**config.mk**
```make
export PLATFORM = sky130hd
export DESIGN_NAME = eip_redirect_ctrl
export DESIGN_NICKNAME = d
export VERILOG_FILES = /design/src/rtl/eip_redirect_ctrl.sv
export SDC_FILE = /design/constraint.sdc
export NUM_CORES = 1
export LEC_CHECK = 0
export ABC_AREA = 1
export BUFFER_PORTS_ARGS = -buffer_cell sky130_fd_sc_hd__buf_2
export CORE_ASPECT_RATIO = 1.75
export CORE_MARGIN = 5
export CORE_UTILIZATION = 41
export CTS_CLUSTER_SIZE = 12
export DETAILED_ROUTE_END_ITERATION = 10
export PLACE_DENSITY = 0.89
export SETUP_SLACK_MARGIN = 0.4
export SYNTH_ARGS = -nofsm -noshare
export SYNTH_HDL_FRONTEND = slang
export SYNTH_SLANG_ARGS = --single-unit
```
**constraint.sdc**
```tcl
create_clock -name clk -period 1.1 [get_ports clk]
set_input_delay 0.22 -clock clk [delete_from_list [all_inputs] [get_ports clk]]
set_output_delay 0.22 -clock clk [all_outputs]
set_load 0.05 [all_outputs]
```
**src/rtl/eip_redirect_ctrl.sv**
```systemverilog
// Architectural EIP register with writeback redirect, flag-gated target select and fetch handshake FSM.
// Optional taken-redirect counter output redir_cnt is enabled by defining REDIR_CNT_EN.
module eip_redirect_ctrl #(
  parameter int                   EIP_W     = 32,
  parameter int                   NCH       = 2,
  parameter int                   SEL_W     = 1,
  parameter int                   NFLAG     = 2,
  parameter logic [EIP_W-1:0]     RESET_EIP = '0
) (
  input  logic                    clk,
  input  logic                    rst_n,
  input  logic                    wb_v,
  input  logic                    wb_eip_change,
  input  logic [NCH*EIP_W-1:0]    wb_alu_res,
  input  logic [SEL_W-1:0]        wb_res_sel,
  input  logic [EIP_W-1:0]        wb_eip_next,
  input  logic [NFLAG-1:0]        wb_cond_en,
  input  logic [NFLAG-1:0]        wb_flag,
  input  logic [NFLAG-1:0]        wb_flag_exp,
  input  logic                    wb_size16,
  input  logic                    de_v,
  input  logic                    de_stall,
  input  logic                    de_br_stall,
  input  logic [EIP_W-1:0]        de_eip_next,
  input  logic                    fe_redir_rdy,
  output logic [EIP_W-1:0]        eip,
  output logic [1:0]              ld_eip,
  output logic                    fe_redir_v,
  output logic [EIP_W-1:0]        fe_redir_eip,
  output logic                    redir_busy
`ifdef REDIR_CNT_EN
  ,
  output logic [15:0]             redir_cnt
`endif
);

  typedef enum logic {IDLE = 1'b0, REDIR = 1'b1} state_t;

  state_t            state_q, state_d;
  logic [EIP_W-1:0]  eip_q, eip_d;
  logic [EIP_W-1:0]  fe_eip_q, fe_eip_d;
  logic [EIP_W-1:0]  chan;
  logic [EIP_W-1:0]  tgt;
  logic              cond_met;
  logic              redirect;
  logic              advance;

  // Out-of-range selects fall back to channel 0.
  always_comb begin
    chan = wb_alu_res[EIP_W-1:0];
    for (int i = 0; i < NCH; i++) begin
      if (32'(wb_res_sel) == i) chan = wb_alu_res[i*EIP_W +: EIP_W];
    end
  end

  always_comb begin
    cond_met = 1'b1;
    for (int i = 0; i < NFLAG; i++) begin
      if (wb_cond_en[i] && (wb_flag[i] != wb_flag_exp[i])) cond_met = 1'b0;
    end
  end

  always_comb begin
    tgt = cond_met ? chan : wb_eip_next;
    if (wb_size16) tgt[EIP_W-1:16] = '0;
  end

  assign redirect = wb_v & wb_eip_change;
  assign advance  = de_v & ~de_stall & ~de_br_stall & (state_q == IDLE);
  assign ld_eip   = {redirect, advance};

  always_comb begin
    eip_d    = eip_q;
    fe_eip_d = fe_eip_q;
    if (redirect) begin
      eip_d    = tgt;
      fe_eip_d = tgt;
    end else if (advance) begin
      eip_d    = de_eip_next;
    end
  end

  always_ff @(posedge clk or negedge rst_n) begin
    if (!rst_n) begin
      state_q  <= IDLE;
      eip_q    <= RESET_EIP;
      fe_eip_q <= RESET_EIP;
    end else begin
      state_q  <= state_d;
      eip_q    <= eip_d;
      fe_eip_q <= fe_eip_d;
    end
  end

  // A newer redirect while waiting on fetch replaces the pending target.
  always_comb begin
    state_d = state_q;
    case (state_q)
      IDLE:    if (redirect) state_d = REDIR;
      REDIR:   if (!redirect && fe_redir_rdy) state_d = IDLE;
      default: state_d = IDLE;
    endcase
  end

  always_comb begin
    fe_redir_v = (state_q == REDIR);
    redir_busy = (state_q == REDIR);
  end

  assign eip          = eip_q;
  assign fe_redir_eip = fe_eip_q;

`ifdef REDIR_CNT_EN
  logic [15:0] cnt_q, cnt_d;

  assign cnt_d = (redirect && cond_met) ? cnt_q + 16'd1 : cnt_q;

  always_ff @(posedge clk or negedge rst_n) begin
    if (!rst_n) cnt_q <= '0;
    else        cnt_q <= cnt_d;
  end

  assign redir_cnt = cnt_q;
`endif

endmodule
```
# Word-level counts from Yosys, hierarchy flattened
# Index checks and enable logic that the tools add are counted.
# word_totals
reg_bits,65
input_bits,144
out_inout_bits,68
wordCells,27
# classes
n_eq_ne,2
mux,10
bitwise,7
n_reduce_logical,5
# ops
op,count
two-way mux 32 bit,4
two-way mux 16 bit,1
bitwise AND 1 bit,4
two-way mux 1 bit,4
logical AND 1 bit,3
NOT 1 bit,3
!= test 1 bit,2
case mux 1 bit (2 select lines),1
nonzero test 2 bit,1
logical NOT 1 bit,1

# Logic depth before layout (Yosys ltp)
# Gate-level depths: netlist (run 1).
# logic_depth
depth_word,7
mapped_depth,8
depth_no_buf,7

# Worst setup path before layout (run 1)
# OpenSTA, ideal clock, no wires.
# synth_path
path_kind,register to output
from,"register state_q, in the netlist fe_redir_v"
to,output port ld_eip[0]
arrival_ns,1.358
t_required_ns,0.880
slack_ns,-0.478
path_stages_with_launch,6
path_buffers,2
cell_sequence,dfrtp_1 > inv_1 > nand3_2 > clkbuf_1 > inv_1 > buf_4
# synth_between
elab_chain_len,2
# synth_rtl
item,line_no,text
start: declaration,39,"state_t state_q, state_d;"
start signal: assignment,89,state_q <= state_d;
NOT 1 bit,--,
bitwise AND 1 bit,69,assign advance = de_v & ~de_stall & ~de_br_stall & (state_q == IDLE);
end: declaration,27,"output logic [1:0] ld_eip,"
# Every way passes these cells.

# Worst setup path in the final report (run 1)
# layout_path
from,"register state_q, in the netlist fe_redir_v"
to,"register eip_q[21], in the netlist eip[21]"
# layout_between
elab_chain_len,3
# layout_rtl
item,line_no,text
NOT 1 bit,--,
bitwise AND 1 bit,69,
nonzero test 2 bit (no source line),--,
end signal: assignment,90,eip_q <= eip_d;
end: declaration,40,"logic [EIP_W-1:0] eip_q, eip_d;"
# Every way passes these cells.
# A chain may end at the register's enable or synchronous reset.

==> flow_metrics.env, run 1 <==
export IMPL_status="finished with violations"
export IMPL_violations="hold timing, setup timing"
export IMPL_ant_nets=0
export IMPL_die_area_mm2=0.0118
export IMPL_rsz0062_at_grt="true"
export IMPL_start_util_pct=41.7
export IMPL_cts_root_buffer="clkbuf_16"
export IMPL_clk_pin_slew_ns=0.06
export IMPL_drt_iter0_drc=411
export IMPL_yosysSeqAreaShare_pct=41.2
export IMPL_drive_gt1_share_pct=72.1
export IMPL_leakage_uw=0.00430
export IMPL_finalCritPeriodShare_pct=133
export IMPL_cts_sinks=65
export IMPL_vias=5470
export IMPL_syn_area_per_cell_um2=6.96
export IMPL_ys_warnings_count=0
export IMPL_fin_cells=980
export IMPL_maxCapViolations=0
export IMPL_antenna_found_initial=3
export IMPL_h_tree_depth=3
export IMPL_critPathTopFamily="buffers and inverters"
export IMPL_crit_chain="inv_2 -> nand3_4 -> buf_12 -> nand2_8 -> buf_6 -> buf_12 -> nor2_1 -> a21oi_1"
export IMPL_nFillCells=391
export IMPL_core_mm2=0.00947
export IMPL_synth_nets=711
export IMPL_synth_cells=567
export IMPL_die_w_um=84.2
export IMPL_setup_viol=97
export IMPL_first_global_vias=5351
export IMPL_gr_total_overflow=0
export IMPL_critPathSlowestCell="dfrtp_2"
export IMPL_finalCriticalPeriod_ns=1.46
export IMPL_crit_path_frequent_cell="buf_12"
export IMPL_wl_um=22700
export IMPL_dp_hpwl_um=10500
export IMPL_synth_area_mm2=0.00395
export IMPL_worst_ep_required_time_ns=1.33
export IMPL_start_kind="flop"
export IMPL_yosysUniqueCellTypes=19
export IMPL_layout_nets=994
export IMPL_hold_buffers=1
export IMPL_grt_max_degree=35
export IMPL_grt_pass1_wl_um=28200
export IMPL_hold_ws_ns=-0.0613
export IMPL_vias_per_cell=5.58
export IMPL_gp_congestion=0.935
export IMPL_max_freq_mhz=685
export IMPL_critPathCaptureType="flop"
export IMPL_cts_buffer_depth=2
export IMPL_syn_to_final_growth_pct=112
export IMPL_seq_area_mm2=0.00171
export IMPL_utilization_pct=88.4
export IMPL_crit_buf_inv=4
export IMPL_cts_buffers=9
export IMPL_worst_endpoint_arrival_ns=1.69
export IMPL_clk_latency_ns=0.33
export IMPL_synth_seq_cells=65
export IMPL_die_h_um=140
export IMPL_cts_tree="yes"
export IMPL_hold_path_class="input pin to asynchronous set/reset pin"
export IMPL_fp_row_count=47
export IMPL_skew_ns=0.00765
export IMPL_cpPeakStageDelay_ns=0.42
export IMPL_path_class="flop to flop"
export IMPL_irDropWorstVdd_mv=0.980
export IMPL_ios=212
export IMPL_hold_violations=65
export IMPL_cp_max_fo=6
export IMPL_first_pass_iters=5
export IMPL_slew_viol_final=0
export IMPL_drc=0
export IMPL_layout_setup_ws_ns=-0.360
export IMPL_dp_cells=897
export IMPL_slew_limit_headroom_pct=82.8
export IMPL_finalPower_uw=11700
export IMPL_grt_usage_pct=30.9
export IMPL_worstMarginPinSlew_ns=0.257
export IMPL_io_buffers=211
export IMPL_multi_input_comb_area_mm2=0.00292
export IMPL_routedWlPerCell_um=23.1
export IMPL_cellPowerDensity_mw_per_mm2=1400
==> cell usage after synthesis <==
cell,n,share of area [%]
nand2_1,130,12
inv_1,102,9.7
nor2_1,97,9.2
dfrtp_1,65,41
nand3_1,54,6.8
o21ai_0,29,3.7
a21oi_1,22,2.8
buf_6,13,3.7
nand3_2,11,2.8
a21oi_2,10,2.2
buf_2,10,1.3
buf_4,6,1.1
clkbuf_1,5,0.48
nand2_2,4,0.63
o21ai_1,4,0.51
nand3_4,2,0.89
clkinv_1,1,0.095
nand2_4,1,0.29
nor2_2,1,0.16
==> cells by family (layout without fill, tap and decap cells) <==
| group | Yosys count | count (layout) | share of synthesized area (%) |
|---|---|---|---|
| buffers and inverters | 137 | 424 | 16.4 |
| AND/OR/NAND/NOR | 300 | 300 | 33.2 |
| AO/OA/AOI/OAI | 65 | 65 | 9.19 |
| other | 0 | 4 | 0 |
| flip-flops | 65 | 65 | 41.2 |
==> sequential cells by signal (all words and copies together) (netlist names) <==
signal        count
eip              32
fe_redir_eip     32
fe_redir_v        1
==> cell usage in the layout (no fill, tap or decap), drive strengths merged <==
cell type  count
dfrtp         65
bufinv         1
clkbuf        15
nand3         67
buf          304
clkinv         2
diode          4
nand2        135
inv          102
o21ai         33
nor2          98
a21oi         32
==> routing by layer <==
metal	routed length (um)	GRT usage, %	vias to the layer above
met1	7060	32.3	2572
met5	0	0	-
li1	-	-	2296
met4	1980	19.3	0
met3	1630	5.62	160
met2	12000	55.7	442
==> final cells by class <==
type	count	share of cell area [%]
multi-input cells	365	34.9
repair buffers	306	34.0
flip-flops and latches	65	20.4
inverters	103	5.06
clock buffers	13	3.35
well taps	122	1.82
clock inverters	2	0.418
diodes	4	0.120
==> what timing repair did <==
action,in CTS,in global routing
setup endpoints to repair,132,197
setup buffers,32,18
pin swaps,65,45
gates resized for setup,347,133
hold endpoints to repair,65,41
cloned,12,2
==> worst paths after layout <==
kind | cells after the start | slack [ns] | to | start
max in group asynchronous | 2 | 0.91 | eip[5] | rst_n
setup / recovery | 8 | -0.36 | eip[21] | fe_redir_v
setup reg to reg | 8 | -0.36 | eip[21] | fe_redir_v
hold / removal | 2 | -0.06 | fe_redir_eip[20] | rst_n
min in group clk | 2 | 0.08 | fe_redir_v | fe_redir_rdy
hold reg to reg | 2 | 0.52 | fe_redir_eip[7] | fe_redir_eip[7]
==> metrics by stage <==
stage | cell area, um2 | setup slack, ns | setup TNS [ns]
floorplan | 4300 | -0.178 | -4.42
global placement | 5520 | -0.145 | -6.51
detailed placement | 5520 | -0.191 | -8.59
CTS | 7610 | -0.243 | -7.04
global route | 8370 | -0.408 | -12.36
finish | 8370 | -0.360 | -10.37
==> power breakdown <==
group	internal [uW]	switching (uW)	total, uW
registers	2820	351	3170
logic	2240	3220	5470
clock network	1990	1080	3070
total	7050	4660	11700
No activity file was read; power rests on OpenSTA's default activity.
==> run 2, diff against run 1 <==
Settings changed: CORE_UTILIZATION 41 to 46, PLACE_DENSITY 0.89 to 0.94.
Clock period 1.1 ns to 1.6 ns, I/O delays scaled along.
==> flow_metrics.env, run 2 (synthesis results as in run 1) <==
export IMPL_cp_max_fo=2
export IMPL_routedWlPerCell_um=15.7
export IMPL_worst_ep_required_time_ns=1.28
export IMPL_leakage_uw=0.00368
export IMPL_drive_gt1_share_pct=39.4
export IMPL_path_class="flop to output pin"
export IMPL_layout_nets=955
export IMPL_gr_total_overflow=0
export IMPL_slew_viol_final=0
export IMPL_cts_sinks=65
export IMPL_detailedPlace_worstSlack_ns=0.116
export IMPL_cts_root_buffer="clkbuf_16"
export IMPL_worst_endpoint_arrival_ns=1.11
export IMPL_layout_commonest_cell="buf_2"
export IMPL_start_kind="flop"
export IMPL_ios=212
export IMPL_final_cell_mix="143 x buf_2, 130 x nand2_1, 100 x inv_1, 96 x nor2_1, 70 x buf_6"
export IMPL_status="complete, no violations"
export IMPL_finalPower_uw=6660
export IMPL_cts_tree="yes"
export IMPL_critPathCaptureType="output pin"
export IMPL_drt_iter0_drc=271
export IMPL_first_global_vias=4554
export IMPL_worstMarginPinSlew_ns=0.347
export IMPL_drc=0
export IMPL_cts_buffers=9
export IMPL_syn_to_final_growth_pct=57.1
export IMPL_layout_setup_ws_ns=0.170
export IMPL_hold_buffers=0
export IMPL_die_area_mm2=0.0106
export IMPL_core_mm2=0.00837
export IMPL_io_buffers=211
export IMPL_fp_row_count=44
export IMPL_setup_viol=0
export IMPL_rsz0062_at_grt="true"
export IMPL_clk_pin_slew_ns=0.05
export IMPL_max_freq_mhz=699
export IMPL_finalCritPeriodShare_pct=89.4
export IMPL_hold_path_class="input pin to asynchronous set/reset pin"
export IMPL_cellPowerDensity_mw_per_mm2=1070
export IMPL_ant_nets=0
export IMPL_slew_limit_headroom_pct=76.8
export IMPL_tns_ns=0
export IMPL_cts_buffer_depth=2
export IMPL_start_util_pct=47.2
export IMPL_grt_pass1_wl_um=22000
export IMPL_finalCriticalPeriod_ns=1.43
export IMPL_irDropWorstVdd_mv=0.699
export IMPL_clk_latency_ns=0.33
export IMPL_gp_congestion=0.874
export IMPL_skew_ns=0.00745
export IMPL_hold_ws_ns=0.00183
export IMPL_maxCapViolations=0
export IMPL_wl_um=14600
export IMPL_num_antenna_cells=0
export IMPL_dp_hpwl_um=9630
export IMPL_die_h_um=133
export IMPL_die_w_um=80.0
export IMPL_grt_usage_pct=26.6
export IMPL_grt_max_degree=66
export IMPL_vias_per_cell=4.94
export IMPL_vias=4591
export IMPL_antenna_found_initial=0
export IMPL_first_pass_iters=5
export IMPL_hold_violations=0
export IMPL_h_tree_depth=3
-- run 2: where the power goes --
| part | switching [uW] | internal (uW) |
|---|---|---|
| Sequential | 202 | 1890 |
| Combinational | 1670 | 1080 |
| Clock | 659 | 1160 |
| Total | 2530 | 4130 |
-- run 2: per-stage QoR --
step / util, % / cells / cell area [um2]
2_1_floorplan: - / 567 / 3990
3_3_place_gp: 60.3 / 874 / 5050
3_5_place_dp: 60.3 / 874 / 5050
4_1_cts: 71.7 / 908 / 6000
5_1_grt: 74.1 / 930 / 6200
6_report: 74.1 / 930 / 6200
-- run 2: repair_timing --
| item | 4_1_cts | 5_1_grt |
|---|---|---|
| buffers inserted | 16 | 22 |
| gates cloned | 3 | 0 |
| setup endpoints to repair | 100 | 105 |
| pin swaps | 1 | 0 |
| resized for setup | 147 | 24 |
-- run 2: path summary, 6_finish.rpt --
| path | start | to | slack [ns] | cells after the start |
|---|---|---|---|---|
| worst min-delay path | rst_n | fe_redir_eip[24] | 0.002 | 2 |
| min in group clk | fe_redir_rdy | fe_redir_v | 0.21 | 2 |
| worst max-delay path | fe_redir_v | ld_eip[0] | 0.17 | 4 |
| worst min register to register | fe_redir_eip[16] | fe_redir_eip[16] | 0.51 | 2 |
| worst max register to register | fe_redir_v | eip[11] | 0.22 | 7 |
| max in group asynchronous | rst_n | fe_redir_v | 1.30 | 2 |
-- run 2: worst max-delay path: stages (launching register included) --
cell	delay, ns
dfrtp_2	0.41
inv_2	0.08
nand3_4	0.10
inv_4	0.07
buf_8	0.14
-- run 2: metal layers --
| layer | share of wire (%) | track usage [%] | up-vias |
|---|---|---|---|
| met3 | 6.7 | 4.69 | 65 |
| met5 | 0 | 0 | - |
| li1 | - | - | 2202 |
| met4 | 6.0 | 18.5 | 0 |
| met2 | 53 | 44.4 | 245 |
| met1 | 35 | 30.0 | 2079 |
-- run 2: layout make-up --
cell class              count  area [um2]
clock buffers              13         270
clock inverters             2        12.5
fillers                   615        2170
inverters                 103         392
multi-input cells         365        1730
flip-flops and latches     65        1630
well taps                 115         144
repair buffers            267        2020
==> run 3, diff against run 2 <==
Settings changed: CELL_PAD_IN_SITES_DETAIL_PLACEMENT from default to 2, CELL_PAD_IN_SITES_GLOBAL_PLACEMENT from default to 2, CORE_UTILIZATION 46 to 23, PLACE_DENSITY 0.94 to default, PLACE_DENSITY_LB_ADDON from default to 0.1.
==> flow_metrics.env, run 3 (synthesis results as in run 1) <==
export IMPL_status="complete, no violations"
export IMPL_multi_input_comb_area_mm2=0.00172
export IMPL_internal_power_uw=4250
export IMPL_topRoutingLayerUsed="met4"
export IMPL_cts_root_buffer="clkbuf_16"
export IMPL_start_util_pct=23.3
export IMPL_cellPowerDensity_mw_per_mm2=1070
export IMPL_slew_viol_final=0
export IMPL_finalCriticalPeriod_ns=1.44
export IMPL_met2_length_um=9770
export IMPL_layout_setup_ws_ns=0.161
export IMPL_detailedPlace_worstSlack_ns=0.122
export IMPL_fp_row_count=63
export IMPL_hold_violations=0
export IMPL_hold_path_class="input pin to flop"
export IMPL_p_seq_share_pct=30.7
export IMPL_dp_hpwl_um=13400
export IMPL_drive_gt1_share_pct=39.0
export IMPL_skew_ns=0.00678
export IMPL_worst_endpoint_arrival_ns=1.12
export IMPL_worst_ep_required_time_ns=1.28
export IMPL_gr_total_overflow=0
export IMPL_grt_max_degree=40
export IMPL_grt_usage_pct=17.3
export IMPL_wl_met1_um=6290
export IMPL_first_pass_iters=4
export IMPL_antenna_found_initial=1
export IMPL_ios=212
export IMPL_leakage_uw=0.00371
export IMPL_cts_tree="yes"
export IMPL_max_freq_mhz=695
export IMPL_die_w_um=109
export IMPL_layout_nets=956
export IMPL_cts_sinks=65
export IMPL_first_global_vias=5185
export IMPL_cp_max_fo=3
export IMPL_worstMarginPinSlew_ns=0.444
export IMPL_rsz0062_at_grt="true"
export IMPL_layout_commonest_cell="buf_2"
export IMPL_routedWlPerCell_um=16.6
export IMPL_nFillCells=2065
export IMPL_path_class="flop to output pin"
export IMPL_tns_ns=0
export IMPL_ant_nets=0
export IMPL_wl_um=17300
export IMPL_start_kind="flop"
export IMPL_p_comb_share_pct=40.4
export IMPL_drc=0
export IMPL_h_tree_depth=3
export IMPL_drt_iter0_drc=72
export IMPL_finalCritPeriodShare_pct=90.0
export IMPL_io_buffers=211
export IMPL_met3WireLength_um=901
export IMPL_clk_pin_slew_ns=0.06
export IMPL_syn_to_final_growth_pct=62.2
export IMPL_clk_latency_ns=0.33
export IMPL_irDropWorstVdd_mv=0.478
export IMPL_power_switching_uw=2570
export IMPL_finalPower_uw=6830
export IMPL_final_cell_mix="143 x buf_2, 130 x nand2_1, 100 x inv_1, 95 x nor2_1, 68 x buf_6"
export IMPL_cts_buffers=9
export IMPL_slew_limit_headroom_pct=70.4
export IMPL_seq_area_mm2=0.00163
export IMPL_gp_congestion=0.799
export IMPL_maxCapViolations=0
export IMPL_pwr_share_clk_pct=28.8
export IMPL_grt_pass1_wl_um=26800
export IMPL_critPathCaptureType="output pin"
export IMPL_core_mm2=0.0169
export IMPL_swShare_pct=37.7
export IMPL_setup_viol=0
export IMPL_cts_buffer_depth=2
export IMPL_die_area_mm2=0.0200
export IMPL_vias_per_cell=4.24
export IMPL_vias=4425
export IMPL_die_h_um=183
-- run 3: cell count changes in the layout (fill, tap and decap cells not counted), sizes merged --
| cell | delta |
|---|---|
| diode | +1 |
| bufinv | +1 |
| dlygate4sd3 | +1 |
| clkbuf | -1 |
| clkinvlp | -1 |
| inv | -1 |
| clkinv | +2 |
-- run 3: routing by layer --
layer | global-route usage (%) | vias up
met5 | 0 | -
met4 | 5.46 | 0
met3 | 3.52 | 15
met2 | 33.8 | 125
met1 | 17.9 | 2094
li1 | - | 2191
-- run 3: path summary, 6_finish.rpt --
check	endpoint	cells after the start	start	slack [ns]
max	ld_eip[0]	4	fe_redir_v	0.16
min	fe_redir_v	2	fe_redir_rdy	0.18
max reg2reg	eip[21]	7	fe_redir_v	0.24
min reg2reg	fe_redir_eip[11]	2	fe_redir_eip[11]	0.51
max in group asynchronous	fe_redir_eip[12]	3	rst_n	0.57
min in group asynchronous	fe_redir_v	2	rst_n	0.49
-- run 3: timing repair --
action	4_1_cts	5_1_grt
pin swaps	1	0
setup endpoints to repair	100	102
cloned	2	0
hold buffers	1	0
endpoints found under the hold margin	29	0
setup buffers	18	19
gates resized for setup	141	21
-- run 3: metrics by stage --
stage	area [um2]	hold WS (ns)	util, %	std cells
after floorplan	3990	0.0244	-	567
after global placement	5270	0.290	31.1	988
after detailed placement	5270	0.299	31.1	988
after CTS	6210	0.161	36.6	1024
after global routing	6400	0.173	37.8	1044
final	6400	0.178	37.8	1044
-- run 3: critical path, cell delays in order (launching register included) --
cell	delay, ns
dfrtp_2	0.42
inv_2	0.08
nand3_4	0.09
inv_4	0.06
buf_8	0.13
-- run 3: final cells by class --
cell class	count	area share, %
diodes	1	0.0391
clock buffers	12	4.01
clock inverters	3	0.625
inverters	103	6.16
multi-input cells	365	26.9
flip-flops and latches	65	25.4
well taps	227	4.44
repair buffers	268	32.4
-- run 3: power groups by stage --
stage / logic, uW / registers (uW) / clock network, uW
detailed placement: 2240 / 2070 / 0
global route: 2950 / 2130 / 2100
floorplan: 641 / 2910 / 0
global placement: 2190 / 2060 / 0
finish: 2760 / 2100 / 1970
CTS: 2680 / 2100 / 2020
